## config.mk

```make
export PLATFORM = sky130hd
export DESIGN_NAME = mem_stage_lsu
export DESIGN_NICKNAME = d
export VERILOG_FILES = /design/src/rtl/pipeline_flow_types.sv /design/src/rtl/lsu_align.sv /design/src/rtl/mem_stage_lsu.sv
export SDC_FILE = /design/constraint.sdc
export NUM_CORES = 1
export LEC_CHECK = 0
export ABC_AREA = 1
export CAP_MARGIN = 10
export CORE_MARGIN = 1
export CORE_UTILIZATION = 51
export CTS_CLUSTER_DIAMETER = 150
export DETAILED_ROUTE_END_ITERATION = 10
export GPL_TIMING_DRIVEN = 0
export PLACE_DENSITY = 0.9
export SYNTH_ARGS = -nofsm -noshare
export SYNTH_HDL_FRONTEND = slang
export SYNTH_SLANG_ARGS = --single-unit
```

## constraint.sdc

```tcl
create_clock -name clk -period 3.75 [get_ports clk]
set_clock_uncertainty 0.05 [all_clocks]
set_input_delay 0.75 -clock clk [delete_from_list [all_inputs] [get_ports clk]]
set_output_delay 0.75 -clock clk [all_outputs]
set_load 0.01 [all_outputs]
```

## src/rtl/pipeline_flow_types.sv

```systemverilog
// pipeline_flow_types: EX/MEM and MEM/WB flow records shared by the memory stage.
package pipeline_flow_types;
  localparam int FLOW_XLEN = 32;
  typedef enum logic [1:0] {BYTE, HALF, WORD} mem_size_e;
  typedef enum logic [1:0] {IDLE, BUS, DONE} lsu_state_e;
  typedef struct packed {
    logic                 valid;
    logic                 mem_read;
    logic                 mem_write;
    mem_size_e            mem_size;
    logic                 mem_unsigned;
    logic [FLOW_XLEN-1:0] alu_result;
    logic [FLOW_XLEN-1:0] rs2_data;
    logic [4:0]           rd;
    logic                 reg_write;
  } ex_mem_flow_t;
  typedef struct packed {
    logic                 valid;
    logic                 reg_write;
    logic [4:0]           rd;
    logic [FLOW_XLEN-1:0] wb_data;
    logic                 exc_misalign;
    logic                 exc_bus;
  } mem_wb_flow_t;
  localparam mem_wb_flow_t NOP_MEM_WB_FLOW = '0;
endpackage

```

## src/rtl/lsu_align.sv

```systemverilog
// lsu_align: store lane placement, byte enables, load lane select/extension and misalign detection.
module lsu_align
  import pipeline_flow_types::*;
(
  input  logic [1:0]           addr_lo,
  input  mem_size_e            size,
  input  logic                 is_unsigned,
  input  logic [FLOW_XLEN-1:0] store_data,
  input  logic [FLOW_XLEN-1:0] load_word,
  output logic [FLOW_XLEN-1:0] wdata,
  output logic [3:0]           be,
  output logic [FLOW_XLEN-1:0] load_data,
  output logic                 misaligned
);
  logic [15:0] lane;
  always_comb begin
    lane       = 16'(load_word >> {addr_lo, 3'b000});
    misaligned = (size == HALF && addr_lo[0]) || (size == WORD && addr_lo != 2'b00);
    be         = size == BYTE ? 4'b0001 << addr_lo : size == HALF ? 4'b0011 << addr_lo : 4'b1111;
    wdata      = size == BYTE ? {4{store_data[7:0]}} : size == HALF ? {2{store_data[15:0]}} : store_data;
    load_data  = size == BYTE ? {{24{~is_unsigned & lane[7]}}, lane[7:0]} :
                 size == HALF ? {{16{~is_unsigned & lane[15]}}, lane[15:0]} : load_word;
  end
endmodule

```

## src/rtl/mem_stage_lsu.sv

```systemverilog
// mem_stage_lsu: MEM-stage load/store unit, one blocking data-bus transaction per access.
module mem_stage_lsu
  import pipeline_flow_types::*;
#(
  parameter int TIMEOUT_CYCLES = 255,
  parameter int XLEN           = 32
) (
  input  logic              clk,
  input  logic              reset,
  input  ex_mem_flow_t      mem_flow,
  input  logic              flush,
  output mem_wb_flow_t      wb_flow,
  output logic              stall_req,
  output logic              dbus_req,
  output logic              dbus_we,
  output logic [XLEN-1:0]   dbus_addr,
  output logic [XLEN-1:0]   dbus_wdata,
  output logic [XLEN/8-1:0] dbus_be,
  input  logic [XLEN-1:0]   dbus_rdata,
  input  logic              dbus_ack
);
  localparam int CW = $clog2(TIMEOUT_CYCLES + 1);
  lsu_state_e state, state_n;
  ex_mem_flow_t req, cur;
  logic [XLEN-1:0] rdata_q, wdata, load_data;
  logic [XLEN/8-1:0] be;
  logic [CW-1:0] cnt;
  logic killed, bus_err, misaligned, is_mem, launch, timeout;
  // Alignment logic sees the live instruction while idle, the latched one once the bus is owned.
  assign cur = state == IDLE ? mem_flow : req;
  lsu_align u_align (
    .addr_lo     (cur.alu_result[1:0]),
    .size        (cur.mem_size),
    .is_unsigned (cur.mem_unsigned),
    .store_data  (cur.rs2_data),
    .load_word   (rdata_q),
    .wdata       (wdata),
    .be          (be),
    .load_data   (load_data),
    .misaligned  (misaligned)
  );
  always_comb begin
    is_mem     = mem_flow.valid && (mem_flow.mem_read || mem_flow.mem_write);
    launch     = state == IDLE && is_mem && !misaligned && !flush;
    timeout    = state == BUS && !dbus_ack && cnt == CW'(TIMEOUT_CYCLES - 1);
    state_n    = state == IDLE ? (launch ? BUS : IDLE) :
                 state == BUS  ? (dbus_ack || timeout ? DONE : BUS) : IDLE;
    dbus_req   = state == BUS && !reset;
    dbus_we    = dbus_req && req.mem_write;
    dbus_addr  = dbus_req ? {req.alu_result[XLEN-1:2], 2'b00} : '0;
    dbus_be    = dbus_req ? be : '0;
    dbus_wdata = dbus_req ? wdata : '0;
    stall_req  = !reset && (launch || state == BUS);
    wb_flow    = NOP_MEM_WB_FLOW;
    if (!reset && !flush && state == IDLE && mem_flow.valid && !(is_mem && !misaligned)) begin
      wb_flow.valid        = 1'b1;
      wb_flow.rd           = mem_flow.rd;
      wb_flow.wb_data      = mem_flow.alu_result;
      wb_flow.exc_misalign = is_mem;
      wb_flow.reg_write    = mem_flow.reg_write && !is_mem;
    end else if (!reset && !flush && state == DONE && !killed) begin
      wb_flow.valid     = 1'b1;
      wb_flow.rd        = req.rd;
      wb_flow.wb_data   = req.mem_read ? load_data : req.alu_result;
      wb_flow.exc_bus   = bus_err;
      wb_flow.reg_write = req.mem_read && req.reg_write && !bus_err;
    end
  end
  always_ff @(posedge clk) begin
    if (reset) begin
      state   <= IDLE;
      req     <= '0;
      rdata_q <= '0;
      cnt     <= '0;
      killed  <= 1'b0;
      bus_err <= 1'b0;
    end else begin
      state <= state_n;
      if (launch) begin
        req     <= mem_flow;
        cnt     <= '0;
        killed  <= 1'b0;
        bus_err <= 1'b0;
      end
      if (state == BUS) begin
        cnt <= CW'(cnt + 1'b1);
        if (flush) killed <= 1'b1;
        if (dbus_ack) rdata_q <= dbus_rdata;
        if (timeout) bus_err <= 1'b1;
      end
    end
  end
endmodule

```

==> impl_metrics.json <==
{
  "synth-xor-area-share": 0,
  "violations": "negative setup slack",
  "place.gp.congestion": 0.970,
  "regArea_um2": 2380,
  "total_leakage_power_nw": 4.15,
  "netlist_area_um2": 6970,
  "cap_violations": 0,
  "synth.area.mux_share": 0,
  "fp.dieW_um": 119,
  "cts_tree": "built",
  "cp_max_fo": 9,
  "post-route-period-util": 1.00,
  "crit_chain": "clkdlybuf4s50_1 > nand2_1 > o21ai_2 > buf_6 > nor2_4 > o21ai_0 > nand2_1 > nand2_1 > nand2_1 > clkdlybuf4s50_1",
  "grt_overflow": 0,
  "finalCriticalPeriod_ns": 3.75,
  "synth_compound_area_frac": 0.266,
  "synth.avg_cell_area_um2": 6.14,
  "synthTopCellsByArea": "dfxtp_1, nand2_1, a21oi_1",
  "multiInputGateArea_um2": 3870,
  "tightest_slew_ns": 0.749,
  "final_core_util": 0.772,
  "stdcell_area_um2": 10300,
  "cp_slowest_cell": "clkdlybuf4s50_1",
  "nets": 1494,
  "start_util": 0.524,
  "synth-seq-cells": 119,
  "synth_top_family_by_area": "compound AO/OA/AOI/OAI gates",
  "synth_top_flop_cell": "dfxtp_1",
  "grt_pass1_vias": 8005,
  "slew_headroom": 0.501,
  "netlist-cell-type-count": 32,
  "power_mw": 3.86,
  "cts_buffer_depth": 2,
  "placed_cell_area_um2": 9390,
  "via_count": 9058,
  "crit_type": "primary input to output pin",
  "fp.dieH_um": 119,
  "slowest_delay_ns": 0.50,
  "wire_per_inst_um": 17.5,
  "setup_viol": 2,
  "endpoint_kind": "output pin",
  "cts_sinks": 119,
  "cts_inserted_buffers": 17,
  "status": "finished with violations",
  "drc_errors": 0,
  "numPortBuffers": 219,
  "antenna_left": 0,
  "synth_simple_gate_area_frac": 0.263,
  "antenna_cells": 0,
  "clk_pin_slew_worst_paths_ns": 0.05,
  "async_flop_share": 0,
  "row_count": 42,
  "hold_viol": 0,
  "die_area_um2": 14100,
  "area_growth_pct": 47.2,
  "antenna_found_initial": 0,
  "track_usage": 0.381,
  "path_delay_family": "buffers and inverters",
  "ys_seq_area_frac": 0.342,
  "grt_max_degree": 17,
  "p_per_area_nw_per_um2": 376,
  "htree_num_levels": 4,
  "synth_adder_area_share": 0.00359,
  "ctsHoldBuffers": 0,
  "core_area_um2": 13300,
  "insertion_delay_ns": 0.43,
  "crit_path_frequent_cell": "nand2_1",
  "viasPerCell": 5.77,
  "netlist_instances": 1135,
  "dr.pass1.iters": 6,
  "synth_edf_count": 0,
  "cp_num_buf_inv": 3,
  "num_io_pins": 224,
  "yosys.area.top_type_share": 0.342,
  "yosysMostFrequentCell": "nand2_1",
  "arrival_ns": 2.95,
  "ys_top_cells_by_count": "nand2_1, a21oi_1, o21ai_0, inv_1, dfxtp_1",
  "max_clock_freq_mhz": 267,
  "yosys_warnings": 0,
  "rsz0062_at_grt": "yes",
  "routed_wirelength_um": 27500,
  "required_ns": 2.95,
  "drive_gt1_frac": 0.0897,
  "drtIter0Drc": 1214,
  "synth_top_area_cell": "dfxtp_1",
  "pre_cts_ws_ns": -0.612,
  "grt_pass1_wl_um": 41800,
  "cp-start-kind": "primary input",
  "post-dp-hpwl_um": 20400,
  "hp-class": "flop to flop",
  "peakVddDrop_mv": 0.370,
  "drv_slew": 0,
  "nFillCells": 1049,
  "root_buffer": "clkbuf_16",
  "setup_slack_ns": -0.000823
}
-- report_power, final --
group / switching [mW] / internal [mW]
clock: 0.615 / 1.01
sequential: 0.0269 / 1.34
combinational: 0.538 / 0.334
-- cells in the final DEF, fill, tap and decap left out, types with 3 or more instances in the layout --
master           count
clkinvlp_4           4
a22oi_1              4
a31oi_1              8
nor2_4               9
clkbuf_2             7
nand2_2              7
a221oi_1             6
clkbuf_4             8
clkdlybuf4s50_1    198
nor2_2               3
dfxtp_1            117
nor2_1              60
inv_1              128
nand2_1            261
clkinv_2             4
dlymetal6s2s_1      10
a211oi_1             3
o21ai_0            139
buf_2               17
inv_2                3
o21ai_1             21
clkbuf_1            39
buf_4               14
a21oi_1            164
buf_6                6
o21ai_2              5
clkbuf_8             3
clkbuf_16           17
nand2_4              3
dlygate4sd2_1       11
nand3_1             88
-- per-layer routing --
layer | share of wire | routed length, um | global-route usage | vias up
li1 | - | - | - | 4216
met1 | 0.40 | 11000 | 0.498 | 4113
met2 | 0.45 | 12400 | 0.603 | 637
met3 | 0.11 | 3150 | 0.0852 | 92
met4 | 0.035 | 964 | 0.163 | 0
met5 | 0 | 0 | 0 | -
-- area by class of cell --
class / instances / share of cell area
Inverter: 131 / 0.0479
Tap cell: 176 / 0.0215
Multi-Input combinational cell: 801 / 0.377
Timing Repair Buffer: 226 / 0.220
Clock inverter: 12 / 0.0124
Buffer: 84 / 0.0445
Clock buffer: 20 / 0.0445
Sequential cell: 119 / 0.232
-- metrics by stage --
step | std cells | TNS [ns] | hold WS [ns]
floorplan | 1136 | 0 | 0.374
finish | 1569 | -0.000886 | 0.399
global route | 1569 | -0.175 | 0.418
global placement | 1531 | -15.86 | 0.383
CTS | 1564 | -0.0645 | 0.399
detailed placement | 1531 | -16.40 | 0.390
-- worst register-to-register path, cell delays in order (launching register included) --
cell and delay (ns):
dfxtp_2 0.35, nor2_4 0.18, buf_6 0.20, nand2_1 0.11, o21ai_4 0.18, nand2_2 0.11
nand3_2 0.12, nand4_4 0.11, buf_6 0.17, buf_2 0.19, o21ai_0 0.23, a21oi_1 0.06
-- final timing paths --
path / startpoint / end / slack (ns) / depth (start not counted)
setup / recovery: mem_flow[72] / wb_flow[4] / -0.0008 / 10
hold reg to reg: req[7]$_SDFFE_PP0P_ / req[7]$_SDFFE_PP0P_ / 0.40 / 2
setup reg to reg: state[0]$_SDFF_PP0_ / req[27]$_SDFFE_PP0P_ / 1.58 / 11
hold / removal: req[7]$_SDFFE_PP0P_ / req[7]$_SDFFE_PP0P_ / 0.40 / 2
-- what timing repair did --
| action | in CTS | in global routing |
|---|---|---|
| gates resized for setup | 65 | 45 |
| setup endpoints to repair | 92 | 99 |
| buffers inserted | 2 | 5 |
| pin swaps | 2 | 5 |
-- cell families after synthesis --
group,Yosys count
compound gates,356
fa+ha+maj,2
flops,119
simple gates,441
buf+inv,216
other cells,1
-- registers in the layout, summed over array words and instances, names as in the netlist --
signal / flops
state: 2
req: 75
rdata_q: 32
killed: 1
cnt: 8
bus_err: 1
Note: power is estimated with default switching activity, not from simulation.
==> variant (same settings) <==
Compare `cnt` against `CW'(TIMEOUT_CYCLES - 1)` with >= in place of ==.
--- a/src/rtl/mem_stage_lsu.sv
+++ b/src/rtl/mem_stage_lsu.sv
@@ -43,5 +43,5 @@
     is_mem     = mem_flow.valid && (mem_flow.mem_read || mem_flow.mem_write);
     launch     = state == IDLE && is_mem && !misaligned && !flush;
-    timeout    = state == BUS && !dbus_ack && cnt == CW'(TIMEOUT_CYCLES - 1);
+    timeout    = state == BUS && !dbus_ack && cnt >= CW'(TIMEOUT_CYCLES - 1);
     state_n    = state == IDLE ? (launch ? BUS : IDLE) :
                  state == BUS  ? (dbus_ack || timeout ? DONE : BUS) : IDLE;
Formal check against the unedited RTL: no difference found for any inputs over 4 cycles, from zero or initial values and one cycle with reset high; that may be too few to reach the edited logic, so the function may still have changed.
==> variant against the original RTL <==
  * The run still ends with setup timing left
  * Sequential power about the same
  * Worst setup slack got worse by 0.0013 ns
  * Non-clock buffer count increased by 2
  * Via count decreased by 1.4%
  * Sequential cell count unchanged
  * Register-to-register slack got worse by 0.05 ns
  * Area after synthesis increased by 0.92%
  * Power decreased by 4.0%
  * Wire length decreased by 1.4%
  * First-iteration DRC count decreased by 16%
  * Worst hold slack got worse by 0.0029 ns
  * Cell area decreased by 0.12%
  * Global-route usage decreased by 0.39 points
  * Largest cell class unchanged
==> variant: results (changes against the original RTL) <==
status finished, violations left; failing checks setup timing; largest net degree at the start of global routing 17 (unchanged); WL/cell 17.3 um (-1.5%); internal power component 2.58 mW (-3.6%); family with the most delay on the worst path buffers and inverters; root buffer cell clkbuf_16; Relative slew margins 50.3% (+0.22 points); Post-synth top cells nand2_1 (263), a21oi_1 (161), inv_1 (131), o21ai_0 (131), dfxtp_1 (119); hpwl dp 19,700 um (-3.4%); final worst setup slack -0.00212 ns (-0.00130 ns); clock-pin slew on the worst setup and hold paths 0.05 ns (about the same); filler cell count 1,035 (-1.3%); Critical-path top delay cell clkdlybuf4s50_1; number of global-route vias before repair 8,315 (+3.9%); Critical Path AT 2.95 ns (about the same); GP Congestion 0.985 (+1.6%); dpl ws -0.435 ns (+0.177 ns); Inserted Clock Buffers 17 (unchanged); Hold Crit Depth 2 (unchanged); share of cells above drive strength 1 8.61% (-0.36 points); Crit Path Max Fanout 8 (-1); Via Count 8,931 (-1.4%); H-tree Lvls 4 (unchanged); setup TNS -0.00212 ns (-0.00123 ns); first-pass GRT wire length 42,000 um (+0.51%); Largest regs req x75, rdata_q x32, cnt x8; R2R Path Start state[0]; All-Layer GR Usage 37.7% (-0.39 points); Main synth FF type dfxtp_1; Post-synth ARST share 0% (unchanged); sequential fraction of the synthesis area 33.9% (-0.31 points); initial antenna violation count 2 (+2); Worst-Skew Late Latency 0.43 ns (about the same); Hold Path End req[28]; PortBufs 219 (unchanged); Placed Area 9450 um2 (+0.68%); Setup-failing EPs final 1 (-1); Register Area 2380 um2 (unchanged); Post-synth EDFFs 0 (unchanged); Clock Tree Buf Depth 2 (unchanged); DR iter-0 viols 1,015 (-16%); worst r2r path cells 11 (unchanged); Worst Min Path Start req[28]; final net count 1,496 (+0.13%); post-synthesis cell type count 33 (+3.1%); Crit Reg-Reg Endpoint req[13]; largest cells by area after synthesis dfxtp_1 (34%), nand2_1 (14%), a21oi_1 (11%), o21ai_0 (9.3%), inv_1 (7.0%); yosys warns 0 (unchanged); Leak 4.10 nW (-1.3%); R2R setup slack 1.53 ns (-0.05 ns); hold crit path type reg -> reg; drt pass-1 iters 6 (unchanged); peak supply drop 0.335 mV (-9.3%); Crit path largest cell delay 0.56 ns (+0.06 ns)
## variant: cell count changes in the layout (fill, tap and decap cells not counted), moves of 6 or more
cell / delta
buf_6: +10
buf_2: -9
o21ai_0: -12
dlygate4sd2_1: -6
clkbuf_1: +8
o21ai_1: +14
clkdlybuf4s50_1: +9
## variant: power by group through the flow
stage          Sequential, mW  Combinational [mW]  Clock [mW]
3_5_place_dp             1.39               0.790           0
2_1_floorplan            1.38               0.462           0
6_report                 1.37               0.872        1.47
3_3_place_gp             1.39               0.779           0
4_1_cts                  1.37               0.822        1.46
5_1_grt                  1.37               0.943        1.52
## variant: kinds of logic (layout without fill, tap and decap cells)
family	after synthesis	after routing	share of synthesized area [%]
and+or+nand+nor	441	441	26.1
AOI/OAI and AO/OA	352	352	26.1
DFF	119	119	33.9
buffers and inverters	220	477	13.5
other	1	4	0.0533
adders and majority gates	2	2	0.356
## variant: layer usage
layer  track usage (%)  up-vias  part of all wire, %
met5                 0        -                    0
met4              22.6        0                  5.2
met3              8.24      132                   11
met2              60.6      578                   47
met1              46.1     4006                   37
li1                  -     4215                    -
## variant: tightest hold or removal path, stage by stage, from the launching register on
cell and delay [ns]:
dfxtp_1 0.31, inv_1 0.05, a21oi_1 0.05
## variant: worst max path at each step
stage,end,from,slack [ns],cells past startpoint
after floorplan,wb_flow[34],reset,0.88,8
after detailed placement,wb_flow[34],flush,-0.44,9
after global placement,wb_flow[34],flush,-0.40,9
after CTS,wb_flow[33],flush,0.007,11
final,wb_flow[3],mem_flow[72],-0.002,10
after global routing,wb_flow[3],state[1],-0.06,11
## variant: per-stage QoR
stage / cells / hold WS (ns)
after floorplan: 1136 / 0.374
after global placement: 1531 / 0.381
after detailed placement: 1531 / 0.389
after CTS: 1568 / 0.397
after global routing: 1571 / 0.416
final: 1571 / 0.396
## variant: layout make-up
class	instances	area share, %
multi-input cells	797	37.5
flip-flops and latches	119	23.3
repair buffers	229	22.2
inverters	135	4.96
clock buffers	26	4.87
plain buffers	83	4.79
well taps	176	2.15
clock inverters	4	0.195
diodes	2	0.0488
## variant: repair_timing
item	in CTS	in global routing
endpoints found under the setup margin	108	60
pin swaps	2	5
gates resized for setup	42	39
hold endpoints to repair	0	0
setup buffers	7	3
